<file path="config.mk">
export PLATFORM = sky130hd
export DESIGN_NAME = oversample_filter_flat
export DESIGN_NICKNAME = d
export VERILOG_FILES = /design/src/rtl/osf_pkg.sv /design/src/rtl/oversample_filter_if.sv /design/src/rtl/osf_channel.sv /design/src/rtl/oversample_filter.sv /design/src/flat_wrapper.sv
export SDC_FILE = /design/constraint.sdc
export NUM_CORES = 2
export LEC_CHECK = 0
export CAP_MARGIN = 25
export CORE_MARGIN = 4
export CORE_UTILIZATION = 45
export CTS_CLUSTER_DIAMETER = 200
export DETAILED_ROUTE_END_ITERATION = 12
export PLACE_DENSITY = 0.61
export SLEW_MARGIN = 0
export SYNTH_ARGS = -nofsm -noshare
export SYNTH_HDL_FRONTEND = slang
export SYNTH_SLANG_ARGS = --single-unit
</file>
<file path="constraint.sdc">
create_clock -name clk_in -period 4.2 [get_ports clk_in]
set_input_delay 0.42 -clock clk_in [delete_from_list [all_inputs] [get_ports clk_in]]
set_output_delay 0.42 -clock clk_in [all_outputs]
set_load 0.01 [all_outputs]
</file>
<file path="src/rtl/osf_pkg.sv">
// Shared definitions for the oversampling averager: channel states, default ratio cap,
// accumulator sizing and the oversample-ratio clamp.
package osf_pkg;

    typedef enum logic [1:0] {
        ST_IDLE    = 2'd0,
        ST_HOLDOFF = 2'd1,
        ST_ACCUM   = 2'd2
    } osf_state_e;

    localparam int OSM_MAX_DEF = 10;

    // Holds 2^osm_max full-scale samples without wrapping.
    function automatic int acc_width(input int w_adc, input int osm_max);
        return w_adc + osm_max;
    endfunction

    function automatic int clamp_osm(input int osm, input int osm_max);
        return (osm > osm_max) ? osm_max : osm;
    endfunction

endpackage

</file>
<file path="src/rtl/oversample_filter_if.sv">
// Sample, parameter-staging and result bus between ADC controller, host and PID stage.
// No backpressure: all strobes are single-cycle and must be consumed when seen.
interface oversample_filter_if #(
    parameter int N_CHAN    = 8,
    parameter int W_ADC     = 18,
    parameter int W_OSF_CD  = 16,
    parameter int W_OSF_OSM = 6
);
    logic [N_CHAN-1:0]       data_valid_in;
    logic [N_CHAN*W_ADC-1:0] data_in;
    logic [N_CHAN-1:0]       activate_in;
    logic [W_OSF_CD-1:0]     cycle_delay_in;
    logic [W_OSF_OSM-1:0]    osm_in;
    logic [N_CHAN-1:0]       update_en_in;
    logic                    module_update_in;
    logic [N_CHAN-1:0]       data_valid_out;
    logic [N_CHAN*W_ADC-1:0] data_out;

    modport master (
        output data_valid_in, data_in, activate_in, cycle_delay_in, osm_in,
               update_en_in, module_update_in,
        input  data_valid_out, data_out
    );

    modport slave (
        input  data_valid_in, data_in, activate_in, cycle_delay_in, osm_in,
               update_en_in, module_update_in,
        output data_valid_out, data_out
    );
endinterface

</file>
<file path="src/rtl/osf_channel.sv">
// One channel: hold-off, accumulate 2^osm samples, emit mean 1 cycle after the last sample.
// No backpressure; OSF_ROUND_EN selects round-half-up with saturation instead of floor.
module osf_channel
    import osf_pkg::*;
#(
    parameter int W_ADC     = 18,
    parameter int W_OSF_CD  = 16,
    parameter int W_OSF_OSM = 6,
    parameter int OSM_MAX   = OSM_MAX_DEF
) (
    input  logic                    clk_in,
    input  logic                    reset_in,
    input  logic                    sample_vld,
    input  logic signed [W_ADC-1:0] sample_dat,
    input  logic                    activate,
    input  logic [W_OSF_CD-1:0]     cd_stage,
    input  logic [W_OSF_OSM-1:0]    osm_stage,
    input  logic                    commit,
    output logic                    out_vld,
    output logic [W_ADC-1:0]        out_dat
);
    localparam int W_ACC = acc_width(W_ADC, OSM_MAX);
    localparam int W_OSM = $clog2(OSM_MAX + 1);
    localparam int W_CNT = OSM_MAX + 1;

    osf_state_e                 state_q, state_d;
    logic signed [W_ACC-1:0]    acc_q, acc_d;
    logic [W_CNT-1:0]           cnt_q, cnt_d;
    logic [W_OSF_CD-1:0]        dcnt_q, dcnt_d;
    logic [W_OSF_CD-1:0]        cd_q, cd_d;
    logic [W_OSM-1:0]           osm_q, osm_d;
    logic [W_ADC-1:0]           dout_q, dout_d;
    logic                       dvld_q, dvld_d;

    logic signed [W_ACC-1:0]    sample_ext;
    logic signed [W_ACC-1:0]    sum;
    logic [W_ADC-1:0]           result;
    logic                       last_sample;

    assign sample_ext  = {{(W_ACC-W_ADC){sample_dat[W_ADC-1]}}, sample_dat};
    assign sum         = acc_q + sample_ext;
    assign last_sample = (cnt_q == ((W_CNT'(1) << osm_q) - W_CNT'(1)));

`ifdef OSF_ROUND_EN
    localparam logic signed [W_ACC:0] SAT_MAX = signed'((W_ACC+1)'((2 ** (W_ADC-1)) - 1));
    logic signed [W_ACC:0] rnd_sum;
    logic signed [W_ACC:0] rnd_shift;

    always_comb begin
        rnd_sum = {sum[W_ACC-1], sum};
        if (osm_q != '0) begin
            rnd_sum = rnd_sum + signed'((W_ACC+1)'(1) << (osm_q - W_OSM'(1)));
        end
        rnd_shift = rnd_sum >>> osm_q;
        // Only a positive half-step can push the mean past full scale.
        if (rnd_shift > SAT_MAX) begin
            result = SAT_MAX[W_ADC-1:0];
        end else begin
            result = rnd_shift[W_ADC-1:0];
        end
    end
`else
    logic signed [W_ACC-1:0] shifted;

    assign shifted = sum >>> osm_q;
    assign result  = shifted[W_ADC-1:0];
`endif

    always_comb begin
        state_d = state_q;
        acc_d   = acc_q;
        cnt_d   = cnt_q;
        dcnt_d  = dcnt_q;
        cd_d    = cd_q;
        osm_d   = osm_q;
        dout_d  = dout_q;
        dvld_d  = 1'b0;

        if (commit) begin
            osm_d = W_OSM'(clamp_osm(int'(osm_stage), OSM_MAX));
            cd_d  = cd_stage;
        end

        if (!activate) begin
            state_d = ST_IDLE;
            acc_d   = '0;
            cnt_d   = '0;
        end else if (commit) begin
            // A commit wins over a coincident final sample: the block is abandoned.
            acc_d   = '0;
            cnt_d   = '0;
            dcnt_d  = cd_stage;
            state_d = (cd_stage == '0) ? ST_ACCUM : ST_HOLDOFF;
        end else begin
            case (state_q)
                ST_IDLE: begin
                    acc_d   = '0;
                    cnt_d   = '0;
                    dcnt_d  = cd_q;
                    state_d = (cd_q == '0) ? ST_ACCUM : ST_HOLDOFF;
                end
                ST_HOLDOFF: begin
                    dcnt_d = dcnt_q - W_OSF_CD'(1);
                    if (dcnt_q <= W_OSF_CD'(1)) begin
                        state_d = ST_ACCUM;
                    end
                end
                ST_ACCUM: begin
                    if (sample_vld) begin
                        if (last_sample) begin
                            dout_d  = result;
                            dvld_d  = 1'b1;
                            acc_d   = '0;
                            cnt_d   = '0;
                            dcnt_d  = cd_q;
                            state_d = (cd_q == '0) ? ST_ACCUM : ST_HOLDOFF;
                        end else begin
                            acc_d = sum;
                            cnt_d = cnt_q + W_CNT'(1);
                        end
                    end
                end
                default: state_d = ST_IDLE;
            endcase
        end
    end

    always_ff @(posedge clk_in) begin
        if (reset_in) begin
            state_q <= ST_IDLE;
            acc_q   <= '0;
            cnt_q   <= '0;
            dcnt_q  <= '0;
            cd_q    <= '0;
            osm_q   <= '0;
            dout_q  <= '0;
            dvld_q  <= 1'b0;
        end else begin
            state_q <= state_d;
            acc_q   <= acc_d;
            cnt_q   <= cnt_d;
            dcnt_q  <= dcnt_d;
            cd_q    <= cd_d;
            osm_q   <= osm_d;
            dout_q  <= dout_d;
            dvld_q  <= dvld_d;
        end
    end

    assign out_vld = dvld_q;
    assign out_dat = dout_q;

endmodule

</file>
<file path="src/rtl/oversample_filter.sv">
// Per-channel oversampling averager, N_CHAN independent channels, result 1 cycle after last sample.
// No backpressure; rounding mode selected by OSF_ROUND_EN inside each channel.
module oversample_filter
    import osf_pkg::*;
#(
    parameter int N_CHAN    = 8,
    parameter int W_ADC     = 18,
    parameter int W_OSF_CD  = 16,
    parameter int W_OSF_OSM = 6,
    parameter int OSM_MAX   = OSM_MAX_DEF
) (
    input  logic          clk_in,
    input  logic          reset_in,
    oversample_filter_if.slave bus
);
    logic [N_CHAN-1:0]       vld_out;
    logic [N_CHAN*W_ADC-1:0] dat_out;

    for (genvar k = 0; k < N_CHAN; k++) begin : g_chan
        osf_channel #(
            .W_ADC     (W_ADC),
            .W_OSF_CD  (W_OSF_CD),
            .W_OSF_OSM (W_OSF_OSM),
            .OSM_MAX   (OSM_MAX)
        ) u_chan (
            .clk_in     (clk_in),
            .reset_in   (reset_in),
            .sample_vld (bus.data_valid_in[k]),
            .sample_dat (bus.data_in[k*W_ADC +: W_ADC]),
            .activate   (bus.activate_in[k]),
            .cd_stage   (bus.cycle_delay_in),
            .osm_stage  (bus.osm_in),
            .commit     (bus.module_update_in & bus.update_en_in[k]),
            .out_vld    (vld_out[k]),
            .out_dat    (dat_out[k*W_ADC +: W_ADC])
        );
    end

    assign bus.data_valid_out = vld_out;
    assign bus.data_out       = dat_out;

endmodule
</file>
<file path="src/flat_wrapper.sv">
// flat-port wrapper written by rule: the top's interface ports become plain ports
module oversample_filter_flat import osf_pkg::*;
#(
    parameter int N_CHAN    = 8,
    parameter int W_ADC     = 18,
    parameter int W_OSF_CD  = 16,
    parameter int W_OSF_OSM = 6,
    parameter int OSM_MAX   = OSM_MAX_DEF
)
  (clk_in, reset_in, bus_data_valid_in, bus_data_in, bus_activate_in, bus_cycle_delay_in, bus_osm_in, bus_update_en_in, bus_module_update_in, bus_data_valid_out, bus_data_out);
  oversample_filter_if #(.N_CHAN(N_CHAN), .W_ADC(W_ADC), .W_OSF_CD(W_OSF_CD), .W_OSF_OSM(W_OSF_OSM)) bus_i ();
  input  logic clk_in;
  input  logic reset_in;
  input wire logic [$bits(bus_i.data_valid_in)-1:0] bus_data_valid_in;
  input wire logic [$bits(bus_i.data_in)-1:0] bus_data_in;
  input wire logic [$bits(bus_i.activate_in)-1:0] bus_activate_in;
  input wire logic [$bits(bus_i.cycle_delay_in)-1:0] bus_cycle_delay_in;
  input wire logic [$bits(bus_i.osm_in)-1:0] bus_osm_in;
  input wire logic [$bits(bus_i.update_en_in)-1:0] bus_update_en_in;
  input wire logic [$bits(bus_i.module_update_in)-1:0] bus_module_update_in;
  output wire logic [$bits(bus_i.data_valid_out)-1:0] bus_data_valid_out;
  output wire logic [$bits(bus_i.data_out)-1:0] bus_data_out;
  assign bus_i.data_valid_in = bus_data_valid_in;
  assign bus_i.data_in = bus_data_in;
  assign bus_i.activate_in = bus_activate_in;
  assign bus_i.cycle_delay_in = bus_cycle_delay_in;
  assign bus_i.osm_in = bus_osm_in;
  assign bus_i.update_en_in = bus_update_en_in;
  assign bus_i.module_update_in = bus_module_update_in;
  assign bus_data_valid_out = bus_i.data_valid_out;
  assign bus_data_out = bus_i.data_out;
  oversample_filter #(.N_CHAN(N_CHAN), .W_ADC(W_ADC), .W_OSF_CD(W_OSF_CD), .W_OSF_OSM(W_OSF_OSM), .OSM_MAX(OSM_MAX)) u_core (.clk_in(clk_in), .reset_in(reset_in), .bus(bus_i));
endmodule
</file>
## Yosys cells after proc, flatten, opt, wreduce, memory -nomap -nowiden

Cells that the tools add are included.

- Output and inout port bits: 152
- Word-level logic and storage cells: 444
- Register bits: 768
- Input port bits: 193

- Reduce and logical (&&, ||, !) cells: 89
- Multiplexer cells: 138
- Add/subtract/negate cells: 32
- $lt $le $gt $ge: 9
- Bitwise logic cells: 40
- Shift-type cells: 16
- Eq/ne operators: 56

Operator list:

| kind | number |
|---|---|
| 28-bit 2-to-1 mux | 16 |
| 28-bit one-hot mux with 2 select lines | 8 |
| 16-bit 2-to-1 mux | 24 |
| 16-bit one-hot mux with 3 select lines | 8 |
| 28-bit by 18-bit adder with 28-bit output | 8 |
| 28-bit by 4-bit >>> shifter with 18-bit output | 8 |
| 11-bit 2-to-1 mux | 16 |
| 11-bit one-hot mux with 2 select lines | 8 |
| 16-bit logical NOT | 9 |
| 16-bit by 1-bit <= comparator with 1-bit output (second input constant) | 8 |
| 16-bit by 1-bit subtractor with 16-bit output (second input constant) | 8 |
| 11-bit by 1-bit adder with 11-bit output (second input constant) | 8 |
| 11-bit equality test | 8 |
| 1-bit by 4-bit << shifter with 11-bit output (first input constant) | 8 |
| 11-bit by 1-bit subtractor with 11-bit output (second input constant) | 8 |
| 2-bit 2-to-1 mux | 41 |
| 3-bit != test (second input constant) | 24 |
| 2-bit one-hot mux with 3 select lines | 8 |
| 5-bit AND reduction | 8 |
| 5-bit OR reduction | 8 |
| 1-bit inverter | 32 |
| 4-bit AND reduction | 8 |
| 4-bit nonzero test | 8 |
| 3-bit AND reduction | 8 |
| 12 further kinds | 82 |

## Logic depth before layout (Yosys ltp)

- Depth in word-level cells: 7
- Depth in mapped cells: 20
- Mapped depth without buffers: 14

## Modules after synthesis

From an unflattened synthesis, not the netlist that was laid out.

- Cells, all modules: 8045
- Area total of the unflattened synthesis: 62012.0 um^2

Modules (own cells, without submodules):

| module | cells each | area an instance (um^2) | times used |
|---|---|---|---|
| osf_channel at u_core.g_chan[1].u_chan ... | 1006 | 7744.9 | 3 |
| osf_channel at u_core.g_chan[4].u_chan ... | 995 | 7728.7 | 3 |
| osf_channel at u_core.g_chan[7].u_chan | 1057 | 8119.0 | 1 |
| osf_channel at u_core.g_chan[0].u_chan | 977 | 7422.1 | 1 |
| oversample_filter | 8 | 50.0 | 1 |

## Least setup slack after synthesis

No wires, ideal clock.

- Path kind: flip-flop to flip-flop
- Start point: register u_core.g_chan[1].u_chan.osm_q[0]
- End point: register u_core.g_chan[1].u_chan.dcnt_q[14]
- Required time: 4072 ps
- Slack: 8 ps
- Period minus slack after synthesis: 4192 ps
- Data arrival time: 4064 ps
- Path buffers: 5
- Cell stages (with the launch flop): 19
- Library setup time: 128 ps
- Cell sequence: dfxtp_1 clkbuf_1 clkbuf_1 inv_1 buf_1 clkbuf_1 nand3_1 ha_1 xor2_1 and3_1 o21ai_0 a211o_1 nor4_2 nand3_1 a31oi_1 buf_2 o21ai_0 a22oi_1 nor2_1

- Word-level cells in the longest chain between the ends: 5

Ends and longest elaborated chain:

| element | RTL line | RTL |
|---|---|---|
| start, declared | osf_channel.sv:31 | `logic [W_OSM-1:0] osm_q, osm_d;` |
| start signal, assigned | osf_channel.sv:144 | `osm_q <= osm_d;` |
| 1-bit by 4-bit << shifter with 11-bit output | osf_channel.sv:42 | `assign last_sample = (cnt_q == ((W_CNT'(1) << osm_q) - W_CNT'(1)));` |
| 11-bit by 1-bit subtractor with 11-bit output | osf_channel.sv:42 |  |
| 11-bit equality test | osf_channel.sv:42 |  |
| 3-bit != test (no line) | -- |  |
| 4-bit AND reduction (no line) | -- |  |
| end signal, assigned | osf_channel.sv:142 | `dcnt_q <= dcnt_d;` |
| end, declared | osf_channel.sv:29 | `logic [W_OSF_CD-1:0] dcnt_q, dcnt_d;` |

No other way between the ends.
A chain may end at the register's enable or synchronous reset.

## Worst setup path after layout

- Start point: register u_core.g_chan[3].u_chan.osm_q[1]
- End point: register u_core.g_chan[3].u_chan.dout_q[16]

- Word-level cells in the longest chain between the ends: 4

Ends and longest elaborated chain:

| element | RTL line | RTL |
|---|---|---|
| start, declared | osf_channel.sv:31 |  |
| start signal, assigned | osf_channel.sv:144 |  |
| 1-bit by 4-bit << shifter with 11-bit output | osf_channel.sv:42 |  |
| 11-bit by 1-bit subtractor with 11-bit output | osf_channel.sv:42 |  |
| 11-bit equality test | osf_channel.sv:42 |  |
| 5-bit AND reduction (no line) | -- |  |
| end signal, assigned | osf_channel.sv:145 | `dout_q <= dout_d;` |
| end, declared | osf_channel.sv:32 | `logic [W_ADC-1:0] dout_q, dout_d;` |

Several ways; a longest one is shown, not always the timed one.

==> flow_summary_export.csv <==
group,metric,value,unit
worst_hold_path,timing.hold.worst.class,"in2reg",
power_and_ir_drop,power.total,20.6,mW
grt,grt_max_degree,150,
place,numPortBuffers,344,
cells_and_area,final_core_utilization,0.526,
clock_tree,cts_root_buf,"sky130_fd_sc_hd__clkbuf_16",
setup_path,worst-endpoint-arrival,4.50,ns
sta,achievable-frequency,255,MHz
route,finalWirelength,192,mm
grt,globalRouteOverflowTotal,0,
power_and_ir_drop,power.clock.fraction,0.418,
power_and_ir_drop,p_int,14.2,mW
power_and_ir_drop,comb_power_share,0.210,
setup_path,cp_data_required_time,4.78,ns
cells_and_area,n_fill_cell,12332,
outcome,result_of_the_run,"complete, no violations",
sta,holdWs,0.160,ns
grt,antenna_found_initial,17,
yosys,synth_cell_type_count,110,
yosys,yosys.area.top_type,"sky130_fd_sc_hd__dfxtp_1",
sta,tns,0,ns
yosys,synth_top_cell_area_share,0.264,
place,dp.final_hpwl,138,mm
clock_tree,clk_transition_reported_paths,0.06,ns
route,via_per_inst,6.12,
yosys,synth_flop_cell,"sky130_fd_sc_hd__dfxtp_1",
power_and_ir_drop,p_per_area,306,mW/mm^2
power_and_ir_drop,p_leak,26.3,nW
yosys,synth_top_cells_by_area,"sky130_fd_sc_hd__dfxtp_1 26%, sky130_fd_sc_hd__a21oi_1 6.7%, sky130_fd_sc_hd__nand2_1 6.0%",
route,antenna_left,0,
route,detail_route.iter0.violations,5474,
yosys,synth_edf_count,0,
place,globalplace.congestion,0.955,
cells_and_area,area_delta_synth_final,15.6,%
clock_tree,tritoncts_clock_tree,"done",
power_and_ir_drop,switching_power,6.36,mW
clock_tree,buffer_levels_on_the_longest_clock_path,3,
yosys,ys_seq_area_frac,0.264,
yosys,yosys_warnings,0,
setup_path,critical_path.endpoint_type,"flip-flop",
sta,timing.max_slew.rel_slack,0.289,
grt,all_layer_global_routing_usage,0.270,
route,drt_pass_1_iters,6,
setup_path,worstRegToRegCells,13,
grt,number_of_global_route_vias_before_repair,56171,
floorplanning,core_region_area,0.128,sq mm
sta,grt_setup_unrepaired,"true",
route,detailroute.via_count,59816,
cells_and_area,final_nets,8411,
sta,finalMaxSlewViolations,0,
setup_path,crit_path_max_fanout,13,
cells_and_area,post_route_cells_drive_above_1_share,0.0903,
power_and_ir_drop,p_seq_frac,0.372,
worst_hold_path,worst_hold_path.endpoint,"u_core.g_chan[2].u_chan.out_dat[6]",
yosys,yosys_register_bits,768,
sta,finalSetupViolCount,0,
yosys,postSynthAreaPerCell,7.48,sq um
yosys,netlist_instances,7788,
clock_tree,insertion_delay,0.71,ns
yosys,yosysMostFrequentCell,"sky130_fd_sc_hd__nand2_1",
floorplanning,design.die.area,0.135,sq mm
yosys,post_synth_most_frequent_cells,"936 x sky130_fd_sc_hd__nand2_1, 871 x sky130_fd_sc_hd__nor2_1, 782 x sky130_fd_sc_hd__a21oi_1, 768 x sky130_fd_sc_hd__dfxtp_1, 474 x sky130_fd_sc_hd__clkbuf_1",
worst_hold_path,hold_depth,2,
clock_tree,numCtsBuffers,95,
setup_path,worst_setup_path_start_kind,"flip-flop",
sta,post-route-worst-setup-slack,0.277,ns
worst_hold_path,startpoint_of_the_tightest_hold_check_path,"reset_in",
sta,final_worst_path_period_share,0.934,
power_and_ir_drop,max-vdd-ir-drop,359,uV
clock_tree,sinks_on_clock_net,768,
power_and_ir_drop,power_switching_share,0.309,
setup_path,ff2ff_setup_slack,0.28,ns
floorplanning,core.rowCount,131,
yosys,net_count_of_the_mapped_netlist,8237,
clock_tree,htree_levels,3,
setup_path,worst_r2r_endpoint,"u_core.g_chan[3].u_chan.out_dat[16]",
floorplanning,top_level_ports,345,
floorplanning,initial_core_util,0.455,
setup_path,timing.setup.critical_path_class,"reg2reg",
sta,tightest_slew,1.06,ns
yosys,postSynth.asyncResetShare,0,
place,place_worst_setup_slack,-0.0201,ns
route,drt-wirelength-per-cell,19.7,microns
floorplanning,chipWidth,368,microns
grt,grt_pass1_wl,307,mm
sta,max_clock_skew,0.0264,ns
sta,min_period,3.92,ns
job,max_cap_violations,0,
floorplanning,floorplan.die.height,368,microns
setup_path,reg2reg_from,"u_core.g_chan[3].u_chan.osm_q[1]",
yosys,synth_area,0.0583,sq mm
route,post-route-drc-count,0,
sta,report.final.hold_viol_count,0,
## sequential cells by signal, summed over array words and instances (netlist names)
register	flops
u_core.g_chan.u_chan.acc_q	224
u_core.g_chan.u_chan.cd_q	128
u_core.g_chan.u_chan.out_vld	8
u_core.g_chan.u_chan.out_dat	144
u_core.g_chan.u_chan.osm_q	32
u_core.g_chan.u_chan.cnt_q	88
u_core.g_chan.u_chan.state_q	16
u_core.g_chan.u_chan.dcnt_q	128
## how the worst max path moves through the flow
stage	from	end	cells after the start
after floorplan	u_core.g_chan[1].u_chan.osm_q[0]	u_core.g_chan[1].u_chan.dcnt_q[14]	18
after global placement	bus_data_in[36]	u_core.g_chan[2].u_chan.out_dat[17]	14
after detailed placement	bus_data_in[36]	u_core.g_chan[2].u_chan.out_dat[17]	14
after CTS	u_core.g_chan[6].u_chan.osm_q[0]	u_core.g_chan[6].u_chan.dcnt_q[0]	14
after global routing	u_core.g_chan[5].u_chan.osm_q[0]	u_core.g_chan[5].u_chan.out_dat[12]	13
final	u_core.g_chan[3].u_chan.osm_q[1]	u_core.g_chan[3].u_chan.out_dat[16]	13
## worst max-delay path, stage by stage, from the launching register on
cell	delay (ns)
sky130_fd_sc_hd__dfxtp_1	0.38
sky130_fd_sc_hd__nor3_1	0.26
sky130_fd_sc_hd__nand2_1	0.09
sky130_fd_sc_hd__ha_1	0.34
sky130_fd_sc_hd__or4_1	0.44
sky130_fd_sc_hd__a21oi_1	0.15
sky130_fd_sc_hd__a31oi_1	0.07
sky130_fd_sc_hd__xor2_1	0.17
sky130_fd_sc_hd__nand4_1	0.26
sky130_fd_sc_hd__or3_1	0.63
sky130_fd_sc_hd__nor2_1	0.38
sky130_fd_sc_hd__a21boi_1	0.25
sky130_fd_sc_hd__nor2_1	0.09
sky130_fd_sc_hd__o221a_2	0.28
## area by class of cell
cell class | instances | area, sq um | area share
antenna | 8 | 20.0 | 0.000297
timing repair buffer | 655 | 5890 | 0.0874
clock inverter | 42 | 528 | 0.00784
inverter | 138 | 520 | 0.00773
multi-input combinational | 6304 | 40100 | 0.596
sequential | 768 | 15400 | 0.228
clock buffer | 134 | 2720 | 0.0403
tap | 1729 | 2160 | 0.0321
## power groups by stage
stage | combinational (mW) | clock [mW] | sequential, mW
after floorplan | 3.02 | 0 | 7.75
after global placement | 4.21 | 0 | 7.81
after detailed placement | 4.25 | 0 | 7.82
after CTS | 4.27 | 8.83 | 7.66
after global routing | 4.76 | 9.10 | 7.69
final | 4.33 | 8.60 | 7.66
## routing by layer
metal  track usage  part of all wire  vias to the layer above
met5             0           0.00036                        -
met1         0.374              0.45                    28390
met2         0.436              0.45                     1904
li1              -                 -                    29200
met3        0.0378             0.063                      310
met4        0.0811             0.027                       12
## what timing repair did
action / CTS / global route
endpoints found under the hold margin: 0 / 0
resized for setup: 0 / 6
setup buffers: 0 / 1
hold buffers: 0 / 0
endpoints found under the setup margin: 0 / 59
## placed cells by master, fill, tap and decap left out, types with 42 or more instances in the layout
master	n
sky130_fd_sc_hd__xnor2_1	180
sky130_fd_sc_hd__inv_1	122
sky130_fd_sc_hd__o21a_1	48
sky130_fd_sc_hd__mux4_2	74
sky130_fd_sc_hd__o21ai_0	455
sky130_fd_sc_hd__ha_1	246
sky130_fd_sc_hd__and3_1	105
sky130_fd_sc_hd__nand3b_1	57
sky130_fd_sc_hd__nand2b_1	47
sky130_fd_sc_hd__mux2i_1	177
sky130_fd_sc_hd__nor3_1	177
sky130_fd_sc_hd__nor4_1	96
sky130_fd_sc_hd__nand3_1	183
sky130_fd_sc_hd__clkdlybuf4s50_1	343
sky130_fd_sc_hd__o31ai_1	42
sky130_fd_sc_hd__nand4_1	82
sky130_fd_sc_hd__or3_1	72
sky130_fd_sc_hd__a22oi_1	203
sky130_fd_sc_hd__and2_1	64
sky130_fd_sc_hd__nor2_1	868
sky130_fd_sc_hd__nor2b_1	52
sky130_fd_sc_hd__a21oi_1	781
sky130_fd_sc_hd__o211ai_1	133
sky130_fd_sc_hd__mux2_2	56
sky130_fd_sc_hd__a211oi_1	119
sky130_fd_sc_hd__dfxtp_1	768
sky130_fd_sc_hd__nand2_1	936
sky130_fd_sc_hd__a21o_1	126
sky130_fd_sc_hd__xor2_1	130
sky130_fd_sc_hd__clkbuf_16	96
sky130_fd_sc_hd__a311oi_1	55
sky130_fd_sc_hd__buf_4	301
sky130_fd_sc_hd__a31oi_1	76
## metrics by stage
step           cell area [sq um]  cells
6_report                   67400   9778
2_1_floorplan              58300   7788
5_1_grt                    67300   9774
3_5_place_dp               64000   9589
4_1_cts                    67300   9765
3_3_place_gp               64000   9588
## logic make-up after synthesis
kind of cell,share of synthesized area
adder cells (fa/ha/maj),0.0560
AND/OR/NAND/NOR,0.230
flip-flops,0.264
XOR/XNOR,0.0466
multiplexers,0.0698
buffers and inverters,0.0485
AO/OA/AOI/OAI,0.286
Note: power is estimated with default switching activity, not from simulation.
